$ cat src/rtl/iccm_prog_pkg.sv
// Shared constants for the ICCM boot loader: FSM state codes and the
// default end-of-image marker. Optional checksum build: ICCM_PROG_CKSUM_EN.
package iccm_prog_pkg;

    typedef logic [1:0] state_t;

    localparam state_t ST_LOAD  = 2'd0;
    localparam state_t ST_CKSUM = 2'd1;
    localparam state_t ST_DONE  = 2'd2;
    localparam state_t ST_ERR   = 2'd3;

    localparam logic [31:0] END_WORD_DEF = 32'h0000_0FFF;

endpackage

$ cat src/rtl/iccm_prog_ctrl_if.sv
// ICCM programming port: one write strobe with word address and data.
// The loader drives it through the master modport, the memory side samples
// it through the slave modport.
interface iccm_prog_ctrl_if #(
    parameter int AW = 12,
    parameter int DW = 32
);
    logic          we;
    logic [AW-1:0] addr;
    logic [DW-1:0] wdata;

    modport master (output we, output addr, output wdata);
    modport slave  (input  we, input  addr, input  wdata);
endinterface

$ cat src/rtl/iccm_word_assembler.sv
// Packs the boot UART byte stream into little-endian words and discards a
// partial word after TIMEOUT_CYC idle cycles.
module iccm_word_assembler #(
    parameter int DW          = 32,
    parameter int TIMEOUT_CYC = 100000
) (
    input  logic          clk_i,
    input  logic          rst_i,
    input  logic          clr_i,
    input  logic          en_i,
    input  logic [7:0]    rx_byte_i,
    input  logic          rx_valid_i,
    output logic          word_valid_o,
    output logic [DW-1:0] word_o,
    output logic          tmo_o
);

    localparam int CW = $clog2(TIMEOUT_CYC);

    logic [1:0]    byte_cnt;
    logic [CW-1:0] idle_cnt;
    logic [DW-9:0] shreg;
    logic          accept;

    assign accept       = en_i & rx_valid_i;
    assign word_valid_o = accept & (&byte_cnt);
    assign word_o       = {rx_byte_i, shreg};

    // Byte position and idle counter; a stalled partial word is dropped on timeout.
    always_ff @(posedge clk_i) begin
        if (rst_i || clr_i) begin
            byte_cnt <= '0;
            idle_cnt <= '0;
            tmo_o    <= 1'b0;
        end else begin
            tmo_o <= 1'b0;
            if (accept) begin
                byte_cnt <= byte_cnt + 1'b1;
                idle_cnt <= '0;
            end else if (byte_cnt != 2'd0) begin
                if (idle_cnt == CW'(TIMEOUT_CYC - 1)) begin
                    byte_cnt <= '0;
                    idle_cnt <= '0;
                    tmo_o    <= 1'b1;
                end else begin
                    idle_cnt <= idle_cnt + 1'b1;
                end
            end
        end
    end

    // Lower three bytes are stored; the fourth is merged combinationally into word_o.
    always_ff @(posedge clk_i) begin
        if (accept && !(&byte_cnt)) begin
            shreg[int'(byte_cnt)*8 +: 8] <= rx_byte_i;
        end
    end

endmodule

$ cat src/rtl/iccm_prog_ctrl.sv
// Boot-time ICCM loader: writes assembled words to consecutive addresses,
// holds the core in reset until the end-of-image word, flags overflow.
// Optional feature macro ICCM_PROG_CKSUM_EN adds an XOR checksum check.
module iccm_prog_ctrl
    import iccm_prog_pkg::*;
#(
    parameter int          AW          = 12,
    parameter int          DW          = 32,
    parameter logic [31:0] END_WORD    = END_WORD_DEF,
    parameter int          TIMEOUT_CYC = 100000
) (
    input  logic              clk_i,
    input  logic              rst_i,
    input  logic [7:0]        rx_byte_i,
    input  logic              rx_valid_i,
    input  logic              restart_i,
    iccm_prog_ctrl_if.master  iccm,
    output logic              prog_rst_no,
    output logic              done_o,
    output logic              ovf_o,
    output logic              tmo_o,
    output logic              cksum_err_o
);

    state_t        state;
    logic [AW-1:0] word_addr;
    logic          full;
    logic          word_valid;
    logic [DW-1:0] word;
    logic          asm_en;

    // Bytes are only consumed while an image (or its checksum) is expected.
    assign asm_en = (state == ST_LOAD) || (state == ST_CKSUM);

    iccm_word_assembler #(
        .DW          (DW),
        .TIMEOUT_CYC (TIMEOUT_CYC)
    ) u_asm (
        .clk_i        (clk_i),
        .rst_i        (rst_i),
        .clr_i        (restart_i),
        .en_i         (asm_en),
        .rx_byte_i    (rx_byte_i),
        .rx_valid_i   (rx_valid_i),
        .word_valid_o (word_valid),
        .word_o       (word),
        .tmo_o        (tmo_o)
    );

`ifdef ICCM_PROG_CKSUM_EN
    logic [DW-1:0] xor_acc;

    // Running XOR over every word actually written to the ICCM.
    always_ff @(posedge clk_i) begin
        if (rst_i || restart_i) begin
            xor_acc <= '0;
        end else if (state == ST_LOAD && word_valid && word != END_WORD && !full) begin
            xor_acc <= xor_acc ^ word;
        end
    end
`else
    assign cksum_err_o = 1'b0;
`endif

    // Loader FSM, address counter and registered ICCM/status outputs.
    always_ff @(posedge clk_i) begin
        if (rst_i || restart_i) begin
            state       <= ST_LOAD;
            word_addr   <= '0;
            full        <= 1'b0;
            iccm.we     <= 1'b0;
            iccm.addr   <= '0;
            iccm.wdata  <= '0;
            prog_rst_no <= 1'b0;
            done_o      <= 1'b0;
            ovf_o       <= 1'b0;
`ifdef ICCM_PROG_CKSUM_EN
            cksum_err_o <= 1'b0;
`endif
        end else begin
            iccm.we <= 1'b0;
            case (state)
                ST_LOAD: begin
                    if (word_valid) begin
                        if (word == END_WORD) begin
`ifdef ICCM_PROG_CKSUM_EN
                            state       <= ST_CKSUM;
`else
                            state       <= ST_DONE;
                            done_o      <= 1'b1;
                            prog_rst_no <= 1'b1;
`endif
                        end else if (full) begin
                            state       <= ST_DONE;
                            ovf_o       <= 1'b1;
                            done_o      <= 1'b1;
                            prog_rst_no <= 1'b1;
                        end else begin
                            iccm.we    <= 1'b1;
                            iccm.addr  <= word_addr;
                            iccm.wdata <= word;
                            word_addr  <= word_addr + 1'b1;
                            if (&word_addr) begin
                                full <= 1'b1;
                            end
                        end
                    end
                end
`ifdef ICCM_PROG_CKSUM_EN
                ST_CKSUM: begin
                    if (word_valid) begin
                        if (word == xor_acc) begin
                            state       <= ST_DONE;
                            done_o      <= 1'b1;
                            prog_rst_no <= 1'b1;
                        end else begin
                            state       <= ST_ERR;
                            cksum_err_o <= 1'b1;
                        end
                    end
                end
`endif
                default: ;
            endcase
        end
    end

endmodule

$ cat src/flat_wrapper.sv
// flat-port wrapper written by rule: the top's interface ports become plain ports
module iccm_prog_ctrl_flat import iccm_prog_pkg::*;
#(
    parameter int          AW          = 12,
    parameter int          DW          = 32,
    parameter logic [31:0] END_WORD    = END_WORD_DEF,
    parameter int          TIMEOUT_CYC = 100000
)
  (clk_i, rst_i, rx_byte_i, rx_valid_i, restart_i, prog_rst_no, done_o, ovf_o, tmo_o, cksum_err_o, iccm_we, iccm_addr, iccm_wdata);
  iccm_prog_ctrl_if #(.AW(AW), .DW(DW)) iccm_i ();
  input  logic clk_i;
  input  logic rst_i;
  input  logic [7:0] rx_byte_i;
  input  logic rx_valid_i;
  input  logic restart_i;
  output logic prog_rst_no;
  output logic done_o;
  output logic ovf_o;
  output logic tmo_o;
  output logic cksum_err_o;
  output wire logic [$bits(iccm_i.we)-1:0] iccm_we;
  output wire logic [$bits(iccm_i.addr)-1:0] iccm_addr;
  output wire logic [$bits(iccm_i.wdata)-1:0] iccm_wdata;
  assign iccm_we = iccm_i.we;
  assign iccm_addr = iccm_i.addr;
  assign iccm_wdata = iccm_i.wdata;
  iccm_prog_ctrl #(.AW(AW), .DW(DW), .END_WORD(END_WORD), .TIMEOUT_CYC(TIMEOUT_CYC)) u_core (.clk_i(clk_i), .rst_i(rst_i), .rx_byte_i(rx_byte_i), .rx_valid_i(rx_valid_i), .restart_i(restart_i), .iccm(iccm_i), .prog_rst_no(prog_rst_no), .done_o(done_o), .ovf_o(ovf_o), .tmo_o(tmo_o), .cksum_err_o(cksum_err_o));
endmodule
$ cat config.mk
export PLATFORM = sky130hd
export DESIGN_NAME = iccm_prog_ctrl_flat
export DESIGN_NICKNAME = d
export VERILOG_FILES = /design/src/rtl/iccm_prog_pkg.sv /design/src/rtl/iccm_prog_ctrl_if.sv /design/src/rtl/iccm_word_assembler.sv /design/src/rtl/iccm_prog_ctrl.sv /design/src/flat_wrapper.sv
export SDC_FILE = /design/constraint.sdc
export NUM_CORES = 1
export LEC_CHECK = 0
export CAP_MARGIN = 20
export CORE_ASPECT_RATIO = 0.6
export CORE_MARGIN = 1
export CORE_UTILIZATION = 30
export CTS_CLUSTER_DIAMETER = 120
export DETAILED_ROUTE_END_ITERATION = 10
export MAX_ROUTING_LAYER = met4
export PLACE_DENSITY = 0.55
export SKIP_CTS_REPAIR_TIMING = 1
export SYNTH_ARGS = -nofsm -noshare
export SYNTH_HDL_FRONTEND = slang
export SYNTH_SLANG_ARGS = --single-unit
$ cat constraint.sdc
create_clock -name clk_i -period 3.5 [get_ports clk_i]
set_clock_uncertainty 0.15 [all_clocks]
set_input_delay 0.875 -clock clk_i [delete_from_list [all_inputs] [get_ports clk_i]]
set_output_delay 0.875 -clock clk_i [all_outputs]
set_load 0.03 [all_outputs]
==> results of run 1 <==
-- kinds of logic after synthesis --
logic type / share of synthesized area
compound gates: 0.09094
xor+xnor: 0.03684
fa+ha+maj: 0.02047
buf+inv: 0.04152
flops: 0.5427
mux: 0.004679
other cells: 0.0008764
simple gates: 0.2620
-- layout by cell type, fill, tap and decap left out, types with 7 or more instances in the layout --
cell type and n:
and2_1 25, dfxtp_1 80, xor2_1 9, edfxtp_1 24, clkdlybuf4s50_1 60, xnor2_1 9
and3_1 11, nand2_1 58, clkbuf_16 9, nor2_1 30, nand3_1 53, ha_1 7
a21oi_1 7, o21ai_1 45
-- critical path: stages --
cell and delay [ns]:
clkdlybuf4s50_1 0.43, nor4b_1 0.42, nand4_1 0.34, o21ai_4 0.26
buf_12 0.23, buf_12 0.22, nand3_1 0.09, o21ai_1 0.09
-- cell type report --
type	count	area, sq um	share of cell area
well taps	192	240.2	0.04490
clock inverters	3	16.27	0.003040
clock buffers	13	260.3	0.04864
inverters	5	18.77	0.003508
multi-input cells	316	1787	0.3340
repair buffers	69	705.7	0.1319
flip-flops and latches	104	2322	0.4341
-- state kept, by name, indices dropped and copies added, names as in the netlist --
register	flops
u_core.ovf_o	1
u_core.iccm.we	1
u_core.iccm.wdata	32
u_core.u_asm.byte_cnt	2
u_core.done_o	1
u_core.u_asm.idle_cnt	17
u_core.full	1
u_core.u_asm.tmo_o	1
u_core.word_addr	12
u_core.u_asm.shreg	24
u_core.iccm.addr	12
-- path summary, 6_finish.rpt --
path / endpoint / cells past startpoint
max: u_core.iccm.wdata[14] / 8
min: u_core.iccm.wdata[12] / 2
max reg2reg: u_core.iccm.wdata[14] / 7
min reg2reg: u_core.iccm.wdata[12] / 2
-- power groups by stage --
stage	clock network, mW	logic, mW	registers [mW]
global route	1.02	0.0977	1.25
global placement	0	0.0871	1.27
detailed placement	0	0.0888	1.27
CTS	0.970	0.0891	1.25
finish	0.943	0.0878	1.25
floorplan	0	0.0500	1.27
-- per-stage QoR --
stage	worst slack [ns]	cell area, sq um	hold WS [ns]	util	cells
after floorplan	1.239	4279	0.2923	-	452
after global placement	0.2949	5074	0.2950	0.3679	686
after detailed placement	0.2014	5074	0.3000	0.3679	686
after CTS	0.5712	5350	0.3084	0.3880	702
after global routing	0.4019	5350	0.3288	0.3880	702
final	0.6475	5350	0.3031	0.3880	702
-- routing by layer --
layer / routed length, um / track usage
met5: 0 / -
met4: 133 / 0.04902
met3: 354 / 0.03947
met2: 4079 / 0.2128
met1: 5015 / 0.1885
-- synth_stat cells, drive strengths merged, types with 3 or more instances --
master | instances | area share
dfxtp | 80 | 0.37
nand2 | 58 | 0.051
nand3 | 53 | 0.062
o21ai | 49 | 0.060
nor2 | 31 | 0.027
and2 | 25 | 0.037
edfxtp | 24 | 0.17
clkbuf | 18 | 0.017
and3 | 11 | 0.016
buf | 9 | 0.020
xnor2 | 9 | 0.018
xor2 | 9 | 0.018
a21oi | 7 | 0.0082
ha | 7 | 0.020
nand4 | 6 | 0.0088
inv | 5 | 0.0044
nor3 | 5 | 0.0070
o211ai | 5 | 0.0088
or3 | 5 | 0.0073
a31oi | 4 | 0.0058
nor4 | 4 | 0.0058
or4 | 4 | 0.0079
and4b | 3 | 0.0070
nor3b | 3 | 0.0053
==> results.md, run 1 <==
* Vias in the first global route at 3156
* Core area at roughly 14000 sq um
* Fin crit share at 0.8150
* Mean post-synth cell area at around 9.5 sq um
* Initial antenna violation count at 0
* Yosys reg bits at 104
* Grt ovf at 0
* Combinational power share at 0.039
* Clk Latency, worst-skew pair at 0.34 ns
* Drt pass-1 iters at 4
* PwrDens at 425.6 nW/um^2
* Worst Path Required at 3.62 ns
* Clock-pin slew on the worst setup and hold paths at 0.06 ns
* Initial core utilization at 0.3103
* Switching power total at about 0.49 mW
* Final Setup Violations at 0
* Buffers on Ports at 60
* Sequential share of the synthesized area at 0.5427
* Total clock sinks at around 100
* Total power at 2.277 mW
* Crit Path Class: primary input to flip-flop
* Post-DRT Antenna Nets at 0
* Maximum vdd drop at 0.1946 mV
* Mapped Nets at 471
* Vias at 3283
* Num ports at 62
* Top_reg_cell synth: dfxtp_1
* Antenna Cells at 0
* Post-synth EDFFs at 24
* Remaining DRCs at 0
* CP max FO at 44
* Clock buffer depth at 2
* RSZ-0062 raised after global routing: no
* HPWL Detailed at 6820 um
* TritonCTS clock tree: yes
* Status: finished clean
* Mapped Area at 4279 sq um
* P_int at 1.792 mW
* CP endpoint kind: flip-flop
* Core Rows at 33
* Final Hold Viols at 0
* Avg Vias per Cell at 4.677
* DR iter-0 viols at ~190
* Rel. slew slack at 0.5083
* Clock power share at 0.414
* Final WL at 9583 um
* Seq pwr share at 0.547
* Worst setup path startpoint: rx_byte_i[0]
* Synthesis-to-layout area growth at 25.03%
* Largest net degree at the start of global routing at 66
* Yosys cell types at 44
* GRT Total Usage at 0.1437
* GPL Wtd Cong at 0.7667
* Crit path time final at 2.853 ns
* Yosys warns at 0
* Die width at between 150 and 200 um
* Die Ht at 94.51 um
* Syn Inst Count at 452
* Nets@finish at 524
* Routed length per instance at 13.65 um
* Fill cell total of the finished layout at approximately 1.4k
* Die Footprint at 14760 sq um
* Number of CTS-inserted buffers at 9
* F_max at about 350 MHz
* Min-delay src: u_core.iccm.wdata[12]
* H-tree lvl count at 3
* Asr flop ratio synth at 0
* R2R setup slack at 0.95 ns
* Root Buffer Master: clkbuf_16
* Setup TNS at 0 ns
* Hold WC Path Type: flip-flop to flip-flop
* Max Slew Vio Count at 0
* Startpoint Class: primary input
* Layout cells sized above 1 at 0.05490
* WP data arrival at 2.97 ns
* Actual slew at the worst max-slew pin at 0.7359 ns
* Sw frac at 0.2131
* Worst reg2reg path startpoint: u_core.u_asm.shreg[16]
* Max-cap viol count at 0
* First-pass GRT wire length at 15700 um
* Leak at 1.793 nW
(Power assumes the default switching activity.)
==> run 2, diff against run 1 <==
==> constraint.sdc (replaced) <==
create_clock -name clk_i -period 2.74 [get_ports clk_i]
set_clock_uncertainty 0.15 [all_clocks]
set_input_delay 0.685 -clock clk_i [delete_from_list [all_inputs] [get_ports clk_i]]
set_output_delay 0.685 -clock clk_i [all_outputs]
set_load 0.03 [all_outputs]
==> results.md, run 2 (synthesis gave the netlist of run 1 again) <==
* Status: finished clean
* Routed length per instance at 13.63 um
* Synthesis-to-layout area growth at 29.15%
* Grt ovf at 0
* Met2 Use GR at 0.2154
* CP bufs+invs at 4
* Initial core utilization at 0.3103
* Maximum vdd drop at 0.2437 mV
* Worst Path Required at approximately 2.9 ns
* Total clock sinks at 104
* PwrDens at 535.7 nW/um^2
* Clock-pin slew on the worst setup and hold paths at 0.06 ns
* Startpoint Class: primary input
* Die Footprint at 14760 sq um
* Remaining DRCs at 0
* Num ports at 62
* Nets@finish at about 550
* Largest net degree at the start of global routing at 65
* Layout cells sized above 1 at 0.09193
* Final Hold Viols at 0
* Vias at around 3.3k
* Core Rows at 33
* Clock buffer depth at 2
* Leak at 1.897 nW
* Met3 global-route usage at 0.03947
* CP endpoint kind: flip-flop
* DR iter-0 viols at 225
* Met1 usage at 0.1992
* CP delay by family, top: buffers and inverters
* Drt pass-1 iters at 4
* Max reg flops at 32
* Max Slew Vio Count at 0
* Antenna Cells at 0
* Crit path largest cell delay at 0.43 ns
* Die width at 156.2 um
* WP data arrival at 2.55 ns
* Crit Path Class: primary input to flip-flop
* RSZ-0062 raised after global routing: no
* GPL Wtd Cong at 0.7719
* GRT Max-Usage Layer: met2
* Vias in the first global route at about 3.1k
* H-tree lvl count at 3
* Max-cap viol count at 0
* Setup TNS at 0 ns
* Hold WC Path Type: flip-flop to flip-flop
* Crit path time final at 2.431 ns
* Final WL at 9880 um
* F_max at 411.3 MHz
* Fin crit share at 0.8873
* Crit path cell chain: clkdlybuf4s50_1 > nor4b_1 > nand4_1 > buf_4 > o21ai_4 > buf_12 > buf_12 > nand3_1 > o21ai_1
* Post-DRT Antenna Nets at 0
* TritonCTS clock tree: yes
* Most used cell, CP: buf_12
* CP max FO at 29
* Number of CTS-inserted buffers at 9
* Core area at ~14000 sq um
* Slowest cell on the critical path: clkdlybuf4s50_1
* Largest Register: u_core.iccm.wdata
* Initial antenna violation count at 0
* Commonest non-fill, non-tap cells in the layout: 80 x dfxtp_1, 60 x clkdlybuf4s50_1, 58 x nand2_1
* Finished Core Util at 0.4007
* Top Registers: u_core.iccm.wdata: 32 flops, u_core.u_asm.shreg: 24 flops, u_core.u_asm.idle_cnt: 17 flops
* Clk Latency, worst-skew pair at roughly 0.34 ns
* First-pass GRT wire length at between 15000 and 20000 um
* Most common cell after layout, fill and taps aside: dfxtp_1
* Total power at a little under 3 mW
* Buffers on Ports at 60
* Root Buffer Master: clkbuf_16
* HPWL Detailed at ~7200 um
* Final Setup Violations at 0
* GRT Total Usage at 0.1478
* Avg Vias per Cell at 4.568
* Die Ht at 94.51 um
## run 2: path summary, 6_finish.rpt
path	startpoint	endpoint	slack, ns	cells past startpoint
worst max-delay path	rx_byte_i[0]	u_core.iccm.wdata[12]	0.31	9
worst min-delay path	u_core.iccm.wdata[6]	u_core.iccm.wdata[6]	0.31	2
worst max register to register	u_core.u_asm.shreg[16]	u_core.iccm.wdata[12]	0.32	7
worst min register to register	u_core.iccm.wdata[6]	u_core.iccm.wdata[6]	0.31	2
## run 2: metal layers
| layer | up-vias | share of wire |
|---|---|---|
| met2 | 64 | 0.43 |
| met1 | 1514 | 0.53 |
| met4 | 0 | 0.0068 |
| li1 | 1729 | - |
| met3 | 5 | 0.042 |
| met5 | - | 0 |
## run 2: report_power, final
| part | internal [mW] | switching (mW) |
|---|---|---|
| clock network | 0.700 | 0.544 |
| logic | 0.0522 | 0.0728 |
| registers | 1.58 | 0.00940 |
## run 2: layout make-up
type                            instances  area, sq um
Timing Repair Buffer                   92        878.3
Clock inverter                          5        47.55
Clock buffer                           11        232.7
Inverter                                5        18.77
Tap cell                              192        240.2
Sequential cell                       104         2322
Fill cell                            1433         8264
Multi-Input combinational cell        316         1787
## run 2: tightest hold or removal path: cells and delay by family, from the launching register on
family	cells	cell delay (ns)
compound gates	1	0.05
flops	1	0.31
simple gates	1	0.05
## run 2: per-stage QoR
step | cell area [sq um] | instances | hold WS [ns] | setup WS [ns]
floorplan | 4279 | 452 | 0.2923 | 0.4785
global placement | 5246 | 709 | 0.2967 | -0.06606
detailed placement | 5246 | 709 | 0.2994 | -0.06955
CTS | 5527 | 725 | 0.3095 | 0.2772
global route | 5527 | 725 | 0.3192 | 0.1750
finish | 5527 | 725 | 0.3069 | 0.3089
